===== config.mk =====
export PLATFORM = sky130hd
export DESIGN_NAME = thumb_decode
export DESIGN_NICKNAME = d
export VERILOG_FILES = /design/src/rtl/arm_uop_pkg.sv /design/src/rtl/thumb_decode_comb.sv /design/src/rtl/thumb_decode.sv
export SDC_FILE = /design/constraint.sdc
export NUM_CORES = 1
export LEC_CHECK = 0
export ABC_CLOCK_PERIOD_IN_PS = 850
export BUFFER_PORTS_ARGS = -buffer_cell sky130_fd_sc_hd__buf_2
export CELL_PAD_IN_SITES_DETAIL_PLACEMENT = 0
export CELL_PAD_IN_SITES_GLOBAL_PLACEMENT = 1
export CORE_ASPECT_RATIO = 1.2
export CORE_UTILIZATION = 31
export CTS_CLUSTER_SIZE = 8
export DETAILED_ROUTE_END_ITERATION = 8
export PLACE_DENSITY = 0.8
export SYNTH_ARGS = -nofsm -noshare
export SYNTH_HDL_FRONTEND = slang
export SYNTH_SLANG_ARGS = --single-unit

===== constraint.sdc =====
create_clock -name clk -period 0.85 [get_ports clk]
set_input_delay 0.0425 -clock clk [delete_from_list [all_inputs] [get_ports clk]]
set_output_delay 0.0425 -clock clk [all_outputs]
set_load 0.005 [all_outputs]

===== src/rtl/arm_uop_pkg.sv =====
// Micro-op codes, condition codes and the decoded-bundle type shared by
// Thumb Decode and Execute.
package arm_uop_pkg;

    localparam logic [4:0] UOP_NOP = 5'd0;
    localparam logic [4:0] UOP_ADD = 5'd1;
    localparam logic [4:0] UOP_SUB = 5'd2;
    localparam logic [4:0] UOP_AND = 5'd3;
    localparam logic [4:0] UOP_ORR = 5'd4;
    localparam logic [4:0] UOP_CMP = 5'd5;
    localparam logic [4:0] UOP_EOR = 5'd6;
    localparam logic [4:0] UOP_MVN = 5'd7;
    localparam logic [4:0] UOP_MOV = 5'd8;
    localparam logic [4:0] UOP_B   = 5'd11;
    localparam logic [4:0] UOP_BL  = 5'd12;

    localparam logic [3:0] COND_AL   = 4'b1110;
    localparam logic [3:0] COND_NONE = 4'b1111;
    localparam logic [3:0] LR_IDX    = 4'd14;

    typedef struct packed {
        logic        num_to_rhs;
        logic [31:0] num;
        logic [3:0]  sel_p0;
        logic [3:0]  sel_p1;
        logic [3:0]  sel_in;
        logic [4:0]  uop;
        logic [3:0]  branch_cond;
    } uop_bundle_t;

    // Classification of a halfword; PREFIX/SUFFIX are the two halves of BL.
    typedef enum logic [1:0] {
        DEC_OK,
        DEC_UNDEF,
        DEC_PREFIX,
        DEC_SUFFIX
    } dec_kind_e;

    localparam uop_bundle_t NOP_BUNDLE = '{
        num_to_rhs:  1'b0,
        num:         32'd0,
        sel_p0:      4'd0,
        sel_p1:      4'd0,
        sel_in:      4'd0,
        uop:         UOP_NOP,
        branch_cond: COND_NONE
    };

    function automatic logic [31:0] sext8_x2(input logic [7:0] v);
        return {{23{v[7]}}, v, 1'b0};
    endfunction

    function automatic logic [31:0] sext11_x2(input logic [10:0] v);
        return {{20{v[10]}}, v, 1'b0};
    endfunction

endpackage


===== src/rtl/thumb_decode_comb.sv =====
// Purely combinational Thumb field decode: turns one halfword into a
// micro-op bundle plus a classification (ok / undefined / BL prefix / BL suffix).
module thumb_decode_comb
    import arm_uop_pkg::*;
(
    input  logic [15:0] instr,
    output uop_bundle_t dec,
    output dec_kind_e   kind
);

    always_comb begin
        // NOTE: every output gets a default first so no path leaves it unassigned (no latch).
        dec  = NOP_BUNDLE;
        kind = DEC_UNDEF;

        if (instr[15:11] == 5'b00100) begin
            dec.uop        = UOP_MOV;
            dec.num_to_rhs = 1'b1;
            dec.num        = {24'd0, instr[7:0]};
            dec.sel_in     = {1'b0, instr[10:8]};
            kind           = DEC_OK;
        end else if (instr[15:11] == 5'b00101) begin
            dec.uop        = UOP_CMP;
            dec.num_to_rhs = 1'b1;
            dec.num        = {24'd0, instr[7:0]};
            dec.sel_p0     = {1'b0, instr[10:8]};
            kind           = DEC_OK;
        end else if (instr[15:10] == 6'b000110) begin
            dec.uop    = instr[9] ? UOP_SUB : UOP_ADD;
            dec.sel_p0 = {1'b0, instr[5:3]};
            dec.sel_p1 = {1'b0, instr[8:6]};
            dec.sel_in = {1'b0, instr[2:0]};
            kind       = DEC_OK;
        end else if (instr[15:9] == 7'b0001110) begin
            dec.uop        = UOP_ADD;
            dec.num_to_rhs = 1'b1;
            dec.num        = {29'd0, instr[8:6]};
            dec.sel_p0     = {1'b0, instr[5:3]};
            dec.sel_in     = {1'b0, instr[2:0]};
            kind           = DEC_OK;
        end else if (instr[15:10] == 6'b010000) begin
            dec.sel_p0 = {1'b0, instr[2:0]};
            dec.sel_p1 = {1'b0, instr[5:3]};
            dec.sel_in = {1'b0, instr[2:0]};
            kind       = DEC_OK;
            case (instr[9:6])
                4'b0000: dec.uop = UOP_AND;
                4'b0001: dec.uop = UOP_EOR;
                4'b1010: dec.uop = UOP_CMP;
                4'b1100: dec.uop = UOP_ORR;
                4'b1111: dec.uop = UOP_MVN;
                default: begin
                    dec  = NOP_BUNDLE;
                    kind = DEC_UNDEF;
                end
            endcase
        end else if (instr[15:8] == 8'b01000110) begin
            dec.uop    = UOP_MOV;
            dec.sel_p0 = instr[6:3];
            dec.sel_in = {instr[7], instr[2:0]};
            kind       = DEC_OK;
        end else if (instr[15:12] == 4'b1101 && instr[11:9] != 3'b111) begin
            // Conditions 1110/1111 in this slot are not conditional branches.
            dec.uop         = UOP_B;
            dec.branch_cond = instr[11:8];
            dec.num         = sext8_x2(instr[7:0]);
            kind            = DEC_OK;
        end else if (instr[15:11] == 5'b11100) begin
            dec.uop         = UOP_B;
            dec.branch_cond = COND_AL;
            dec.num         = sext11_x2(instr[10:0]);
            kind            = DEC_OK;
        end else if (instr[15:11] == 5'b11110) begin
            kind = DEC_PREFIX;
        end else if (instr[15:11] == 5'b11111) begin
            kind = DEC_SUFFIX;
        end
    end

endmodule


===== src/rtl/thumb_decode.sv =====
// Thumb decode stage: registers the decoded bundle with 1-cycle latency.
// Define THUMB_BL_EN to build the two-halfword BL prefix/suffix state machine.
module thumb_decode
    import arm_uop_pkg::*;
(
    input  logic        clk,
    input  logic        rst_n,
    input  logic [15:0] instr,
    input  logic        in_valid,
    input  logic        global_disable,
    output logic        num_to_rhs,
    output logic [31:0] num,
    output logic [3:0]  sel_p0,
    output logic [3:0]  sel_p1,
    output logic [3:0]  sel_in,
    output logic [4:0]  uop,
    output logic [3:0]  branch_cond,
    output logic        out_valid,
    output logic        undef
);

    uop_bundle_t dec;
    dec_kind_e   kind;

    uop_bundle_t out_d, out_q;
    logic        out_valid_d, out_valid_q;
    logic        undef_d, undef_q;

    thumb_decode_comb u_comb (
        .instr (instr),
        .dec   (dec),
        .kind  (kind)
    );

`ifdef THUMB_BL_EN
    typedef enum logic {
        BL_IDLE,
        BL_HAVE_PREFIX
    } bl_state_e;

    bl_state_e   state_d, state_q;
    logic [10:0] hi_d, hi_q;
`endif

    always_comb begin
        out_d       = NOP_BUNDLE;
        out_valid_d = 1'b0;
        undef_d     = 1'b0;
`ifdef THUMB_BL_EN
        state_d     = state_q;
        hi_d        = hi_q;
`endif
        if (global_disable) begin
`ifdef THUMB_BL_EN
            state_d = BL_IDLE;
`endif
        end else if (in_valid) begin
`ifdef THUMB_BL_EN
            // Anything other than a fresh prefix ends a pending pair.
            state_d = BL_IDLE;
            case (kind)
                DEC_OK: begin
                    out_d       = dec;
                    out_valid_d = 1'b1;
                end
                DEC_PREFIX: begin
                    state_d = BL_HAVE_PREFIX;
                    hi_d    = instr[10:0];
                end
                DEC_SUFFIX: begin
                    if (state_q == BL_HAVE_PREFIX) begin
                        out_d.uop         = UOP_BL;
                        out_d.num         = {{9{hi_q[10]}}, hi_q, instr[10:0], 1'b0};
                        out_d.sel_in      = LR_IDX;
                        out_d.branch_cond = COND_AL;
                        out_valid_d       = 1'b1;
                    end else begin
                        undef_d = 1'b1;
                    end
                end
                default: undef_d = 1'b1;
            endcase
`else
            if (kind == DEC_OK) begin
                out_d       = dec;
                out_valid_d = 1'b1;
            end else begin
                undef_d = 1'b1;
            end
`endif
        end
    end

    // NOTE: sequential state uses non-blocking assignments so every flop samples pre-edge values.
    always_ff @(posedge clk or negedge rst_n) begin
        if (!rst_n) begin
            out_q       <= NOP_BUNDLE;
            out_valid_q <= 1'b0;
            undef_q     <= 1'b0;
        end else begin
            out_q       <= out_d;
            out_valid_q <= out_valid_d;
            undef_q     <= undef_d;
        end
    end

`ifdef THUMB_BL_EN
    always_ff @(posedge clk or negedge rst_n) begin
        if (!rst_n) begin
            state_q <= BL_IDLE;
            hi_q    <= 11'd0;
        end else begin
            state_q <= state_d;
            hi_q    <= hi_d;
        end
    end
`endif

    assign num_to_rhs  = out_q.num_to_rhs;
    assign num         = out_q.num;
    assign sel_p0      = out_q.sel_p0;
    assign sel_p1      = out_q.sel_p1;
    assign sel_in      = out_q.sel_in;
    assign uop         = out_q.uop;
    assign branch_cond = out_q.branch_cond;
    assign out_valid   = out_valid_q;
    assign undef       = undef_q;

endmodule


# [Word-level counts from Yosys, hierarchy flattened]
# Index checks and enable logic that the tools add are counted.
[op_classes] reduce_logical=4 eq_ne=15 n_mux=62
[op_table] op="45-bit 2-to-1 mux" count=5
[op_table] op="54-bit 2-to-1 mux" count=3
[op_table] op="32-bit 2-to-1 mux" count=3
[op_table] op="9-bit 2-to-1 mux" count=9
[op_table] op="37-bit 2-to-1 mux" count=2
[op_table] op="33-bit 2-to-1 mux" count=2
[op_table] op="36-bit 2-to-1 mux" count=1
[op_table] op="4-bit 2-to-1 mux" count=9
[op_table] op="8-bit 2-to-1 mux" count=3
[op_table] op="2-bit 2-to-1 mux" count=11
[op_table] op="17-bit 2-to-1 mux" count=1
[op_table] op="4-bit equality test, second input constant" count=4
[op_table] op="5-bit equality test, second input constant" count=3
[op_table] op="3-bit case mux with 5 select lines" count=1
[op_table] op="13-bit 2-to-1 mux" count=1
[op_table] op="11-bit 2-to-1 mux" count=1
[op_table] op="5-bit by 3-bit equality test with 1-bit output, second input constant" count=2
[op_table] op="5-bit 2-to-1 mux" count=2
[op_table] op="8-bit by 7-bit equality test with 1-bit output, second input constant" count=1
[op_table] op="1-bit 2-to-1 mux" count=8
[op_table] op="7-bit by 4-bit equality test with 1-bit output, second input constant" count=1
[op_table] op="6-bit by 3-bit equality test with 1-bit output, second input constant" count=1
[op_table] op="6-bit by 5-bit equality test with 1-bit output, second input constant" count=1
[op_table] op="5-bit OR reduction" count=1
[op_table] op="5 further kinds" count=5
[word_totals] elab_cells=90 regBits=56 output_inout_bits=56 in_bits=20

# [Depth between registers and ports, before layout]
# Gate-level depths: netlist (run 1).
[logic_depth] word_depth=18 depth_mapped=7 ltp_nobuf=5

# [By module]
# From an unflattened synthesis (run 1), not the netlist that was laid out.
[unflattened] hier_cells=252 hier_area_um2=2721.4
[modules_own_cells] module="thumb_decode" area_each_um2=1809.2 seq_area_each_um2=1406.3 instances=1 cells_per_inst=118
[modules_own_cells] module="thumb_decode_comb" area_each_um2=912.1 seq_area_each_um2=0.0 instances=1 cells_per_inst=134

# [Least setup slack after synthesis (run 1)]
# Ideal clock, no wire load.
[synth_timing] path_type="input-to-reg" startpoint="input port instr[10]" endpoint="register out_q, in the netlist sel_p0[2]" arrival_time_ns=1.141 path_stages=7 required_ns=0.718 path_slack_ns=-0.422 setup_ns=0.132 n_path_buf=2 path_cell_list="buf_4 > nand4b_1 > nor4_1 > or3_1 > buf_6 > a222oi_1 > nor2_1"
[synth_rtl] item="start, declared" line="thumb_decode.sv:8" rtl="input logic [15:0] instr,"
[synth_rtl] item="end signal, assigned" line="thumb_decode.sv:101" rtl="out_q <= out_d;"
[synth_rtl] item="end, declared" line="thumb_decode.sv:25" rtl="uop_bundle_t out_d, out_q;"

==> results of run 1 <==
## power groups by stage
stage	Sequential, uW	Clock [uW]	Combinational (uW)
2_1_floorplan	1680	0	205
3_3_place_gp	1670	0	451
3_5_place_dp	1670	0	457
4_1_cts	1640	1230	563
5_1_grt	1640	1300	655
6_report	1640	1180	607
## layout make-up
class | count | area [sq um]
sequential | 34 | 857
fill | 430 | 2360
clock buffer | 7 | 86.3
tap | 62 | 77.6
multi-input combinational | 106 | 841
timing repair buffer | 127 | 1060
clock inverter | 1 | 5.00
inverter | 1 | 6.26
## logic make-up (layout without fill, tap and decap cells)
family,after synthesis,in the layout,share of synthesized area [%]
simple gates,72,72,22.1
buf+inv,35,136,13.5
flops,34,34,50.1
compound gates,30,30,13.0
xor+xnor,2,2,1.03
other cells,1,2,0.219
## per-layer routing
metal / track usage (%) / wire (um) / vias to the layer above
li1: - / - / 788
met1: 19.5 / 1830 / 800
met2: 28.4 / 2500 / 55
met3: 3.76 / 250 / 8
met4: 9.09 / 105 / 0
met5: 0 / 0 / -
## metrics by stage
stage / setup WS, ps / total power, uW / util [%] / hold WS [ps] / std cells
after floorplan: -384 / 1880 / - / -253 / 175
after global placement: -547 / 2120 / 43.0 / 6.72 / 313
after detailed placement: -593 / 2130 / 43.0 / 4.20 / 313
after CTS: -184 / 3430 / 51.5 / -13.6 / 331
after global routing: -232 / 3600 / 55.4 / -2.13 / 338
final: -182 / 3430 / 55.4 / 1.03 / 338
## Yosys cell counts (2+ instances only)
cell and instances:
nand4b_1 2, dfstp_2 4, nor2_1 23, a222oi_1 5, nor3_1 5, nand3_1 4
buf_4 23, and3_1 4, a22oi_1 9, or3_1 5, o21ai_0 2, o211ai_1 3
a21oi_1 4, clkbuf_1 4, buf_2 5, nor4b_1 2, nor2b_1 3, dfrtp_1 30
nand2b_1 2, nor4_1 4, nor3b_1 2, nand2_1 11, a31oi_1 2
## registers in the layout (all words and copies together) (netlist names)
signal and cells:
branch_cond 4, num 12, num_to_rhs 1, out_valid 1, sel_in 4, sel_p0 4, sel_p1 3, undef 1
uop 4
## worst min-delay path by stage
stage | start | to
after floorplan | rst_n | num[0]
after global placement | rst_n | sel_p1[0]
after detailed placement | rst_n | sel_p1[0]
after CTS | instr[11] | branch_cond[3]
after global routing | instr[11] | branch_cond[3]
final | instr[11] | branch_cond[3]
## what timing repair did
action,in CTS,in global routing
endpoints found under the setup margin,52,58
buffers inserted,7,8
pin swaps,27,30
resized for setup,64,35
gates cloned,2,1
hold endpoints to repair,35,1
## worst max-delay path, cell delays in order
cell and delay, ps:
buf_8 100, buf_6 120, or3_4 400, a31oi_4 230, buf_6 150, o211ai_1 120, nand2_1 90
==> impl_metrics.tcl, run 1 <==
set metrics [dict create \
    finalWirelength_mm 4.68 \
    critPathKind "in2reg" \
    finalNetCount 295 \
    pwr_density_cell_mw_per_mm2 1170 \
    cts_made_buffers 5 \
    ys_ff_latch 34 \
    grt_pass1_wl_mm 7.72 \
    die_area_sq_mm 0.00582 \
    peakVddDrop_uv 536 \
    end_kind "flop" \
    final_common_cell "buf_6" \
    ys_top_cells_by_area "dfrtp_1, buf_4, dfstp_2, nor2_1, a22oi_1" \
    pwr-share-clk_pct 34.5 \
    cts_tree "done" \
    ys.flop_type "dfrtp_1" \
    synth_top_area_share_pct 43.9 \
    failed_checks "negative setup slack" \
    synth_cell_type_count 39 \
    fin_ws_ps -182 \
    grt_usage_pct 16.8 \
    ctsLongestPathBuffers 2 \
    yosysWarnings 0 \
    drc 0 \
    place_area_sq_mm 0.00228 \
    wl_per_cell_um 13.8 \
    synth_edf_count 0 \
    cp_data_required_time_ps 1070 \
    overflow 0 \
    postSynthAreaPerCell_sq_um 9.82 \
    grt_start_max_net_pins 23 \
    cts_hold_buf 1 \
    dp_hpwl_mm 3.35 \
    grt_pass1_vias 1587 \
    min_path_type "in2reg" \
    htreeDepth 2 \
    hold_viol_final 0 \
    ys_async_sr_fraction_pct 100 \
    cp.arrival_ps 1250 \
    startpoint "instr[8]" \
    status "finished with violations" \
    clock-root-buffer "clkbuf_8" \
    synthCells 174 \
    diodes 0 \
    sw_frac_of_total_pct 24.2 \
    io_buffers 73 \
    rsz0062_at_grt "true" \
    fmax_mhz 969 \
    via_per_inst 4.88 \
    start_util_pct 32.3 \
    syn-cell-area_sq_mm 0.00171 \
    clk_pin_slew_worst_paths_ps 60 \
    rows 29 \
    p_int_uw 2600 \
    maxSlewViolCount 0 \
    p_leak_uw 0.00144 \
    core_sq_mm 0.00530 \
    period_share_pct 121 \
    drv_cap 0 \
    num_io_pins 76 \
    drt-initial-drc-count 94 \
    switching_power_uw 832 \
    cp-endpoint "sel_in[1]" \
    ant_nets 0 \
    clock-sinks 34 \
    die-width_um 69.8 \
    num_vias 1651 \
    die_y_um 83.3 \
    setup_violations 49 \
    fin_crit_ps 1030 \
    ys_seq_area_share_pct 50.1 \
    final_cell_mix "buf_6, buf_2, buf_4, dfrtp_1, nor2_1" \
    final_area_sq_mm 0.00293 \
    cp-start-kind "primary input" \
    area_delta_synth_final_pct 71.7 \
    gp_congestion 0.837 \
    comb_power_share_pct 17.7 \
    hold_path_depth 2 \
    drive_gt1_share_pct 64.5 \
    dr.pass1.iters 4 \
    yosysTopAreaCell "dfrtp_1" \
    p_seq_share_pct 47.9 \
    fin_tns_setup_ps -6940 \
    critPathMaxFanout 6 \
    antenna_found_initial 0 \
]
No activity file was read; power rests on OpenSTA's default activity.
==> run 2, diff against run 1 <==
- ABC_CLOCK_PERIOD_IN_PS: 850 -> 870
- clock period: 0.85 -> 0.87 ns (I/O delays scaled with it)
==> run 2 against run 1 <==
  * The flow still finishes with violations (negative setup slack)
  * Setup slack worse by 29 ps
  * Die area stayed put
  * Critical path depth decreased by 1
  * Combinational power down 5.6%
  * Critical path type unchanged
  * Critical endpoint is now sel_p0[1]
  * Largest cell class unchanged
==> impl_metrics.tcl, run 2 (synthesis results as in run 1) <==
set metrics [dict create \
    status "finished with violations" \
    failed_checks "negative setup slack" \
    setup_violations 47 \
    fin_crit_ps 1080 \
    rows 29 \
    critPathMaxFanout 6 \
    cp-start-kind "primary input" \
    num_io_pins 76 \
    overflow 0 \
    start_util_pct 32.3 \
    drive_gt1_share_pct 62.2 \
    cts_tree "done" \
    hold_ws_ps 1.31 \
    htreeDepth 2 \
    post-place-ws_ps -583 \
    cts_made_buffers 5 \
    crit_path_frequent_cell "buf_6" \
    pwr-share-clk_pct 34.4 \
    hold_viol_final 0 \
    fmax_mhz 925 \
    ctsLongestPathBuffers 2 \
    via_per_inst 4.92 \
    num_vias 1632 \
    largest_reg_flops 12 \
    end_kind "flop" \
    switching_power_uw 793 \
    comb_power_share_pct 17.2 \
    min_path_type "in2reg" \
    peakVddDrop_uv 544 \
    die-width_um 69.8 \
    cp_slowest_cell "or4b_4" \
    maxSlewViolCount 0 \
    core_sq_mm 0.00530 \
    cpPeakStageDelay_ps 550 \
    pwr_density_cell_mw_per_mm2 1160 \
    place_area_sq_mm 0.00229 \
    diodes 0 \
    p_leak_uw 0.00140 \
    sw_frac_of_total_pct 23.9 \
    cp.arrival_ps 1290 \
    p_int_uw 2530 \
    cp_cell_sequence "buf_6 > or4b_4 > a31oi_4 > buf_6 > a222oi_1 > nor2_1" \
    fin_ws_ps -211 \
    clock-root-buffer "clkbuf_8" \
    area_delta_synth_final_pct 68.2 \
    cp_num_buf_inv 2 \
    final_cell_mix "buf_2, buf_6, dfrtp_1, buf_4, nor2_1" \
    drc 0 \
    wl_per_cell_um 13.9 \
    gp_congestion 0.840 \
    dr.pass1.iters 5 \
    grt_pass1_wl_mm 7.41 \
    io_buffers 73 \
    p_seq_share_pct 48.4 \
    antenna_found_initial 0 \
    n_fill_cell 461 \
    clock-sinks 34 \
    clk_pin_slew_worst_paths_ps 60 \
    grt_start_max_net_pins 19 \
    period_share_pct 124 \
    die_area_sq_mm 0.00582 \
    rsz0062_at_grt "true" \
    grt_usage_pct 16.0 \
    finalNetCount 289 \
    drt-initial-drc-count 81 \
    cp_data_required_time_ps 1080 \
    critPathKind "in2reg" \
    grt_pass1_vias 1556 \
    final_area_sq_mm 0.00287 \
    dp_hpwl_mm 3.39 \
    die_y_um 83.3 \
    finalWirelength_mm 4.61 \
    cp_top_family "simple AND/OR/NAND/NOR gates" \
    ant_nets 0 \
    final_common_cell "buf_2" \
    drv_cap 0 \
]
[run 2: cell types whose count changed in the layout (fill, tap and decap cells not counted), sizes merged]
| cell | delta |
|---|---|
| buf | -5 |
| clkbuf | -1 |
[run 2: area by class of cell]
type	count	area (sq um)	share of cell area, %
repair buffers	121	1010	35.1
flip-flops and latches	34	857	29.8
inverters	1	6.26	0.218
clock inverters	1	5.00	0.174
multi-input cells	106	832	29.0
well taps	62	77.6	2.70
clock buffers	7	86.3	3.00
[run 2: routing by layer]
metal,track usage [%],share of wire (%)
met2,28.9,55
met4,7.82,2.0
met1,17.6,37
met3,3.16,6.3
met5,0,0
[run 2: worst paths after layout]
path,slack (ps),from,endpoint,depth (start not counted)
max,-210,instr[8],sel_p0[1],6
min,1,instr[11],branch_cond[3],2
min in group asynchronous,170,rst_n,num[5],2
max in group asynchronous,250,rst_n,branch_cond[3],3
[run 2: power groups by stage]
stage / clock network [uW] / registers [uW] / logic [uW]
2_1_floorplan: 0 / 1640 / 200
3_3_place_gp: 0 / 1630 / 447
3_5_place_dp: 0 / 1640 / 450
4_1_cts: 1170 / 1610 / 535
5_1_grt: 1240 / 1610 / 619
6_report: 1140 / 1610 / 573
[run 2: per-stage QoR]
stage | TNS, ps | total power (uW) | cells | util [%]
6_report | -5900 | 3320 | 332 | 54.3
5_1_grt | -7900 | 3460 | 332 | 54.3
4_1_cts | -4830 | 3320 | 331 | 50.0
3_5_place_dp | -13300 | 2090 | 315 | 43.2
3_3_place_gp | -13080 | 2080 | 315 | 43.2
2_1_floorplan | -5710 | 1840 | 175 | -
[run 2: timing repair]
action	4_1_cts	5_1_grt
endpoints found under the hold margin	31	0
setup buffers	6	0
hold buffers	1	0
gates cloned	1	2
pin swaps	31	17
gates resized for setup	51	41
endpoints found under the setup margin	50	54
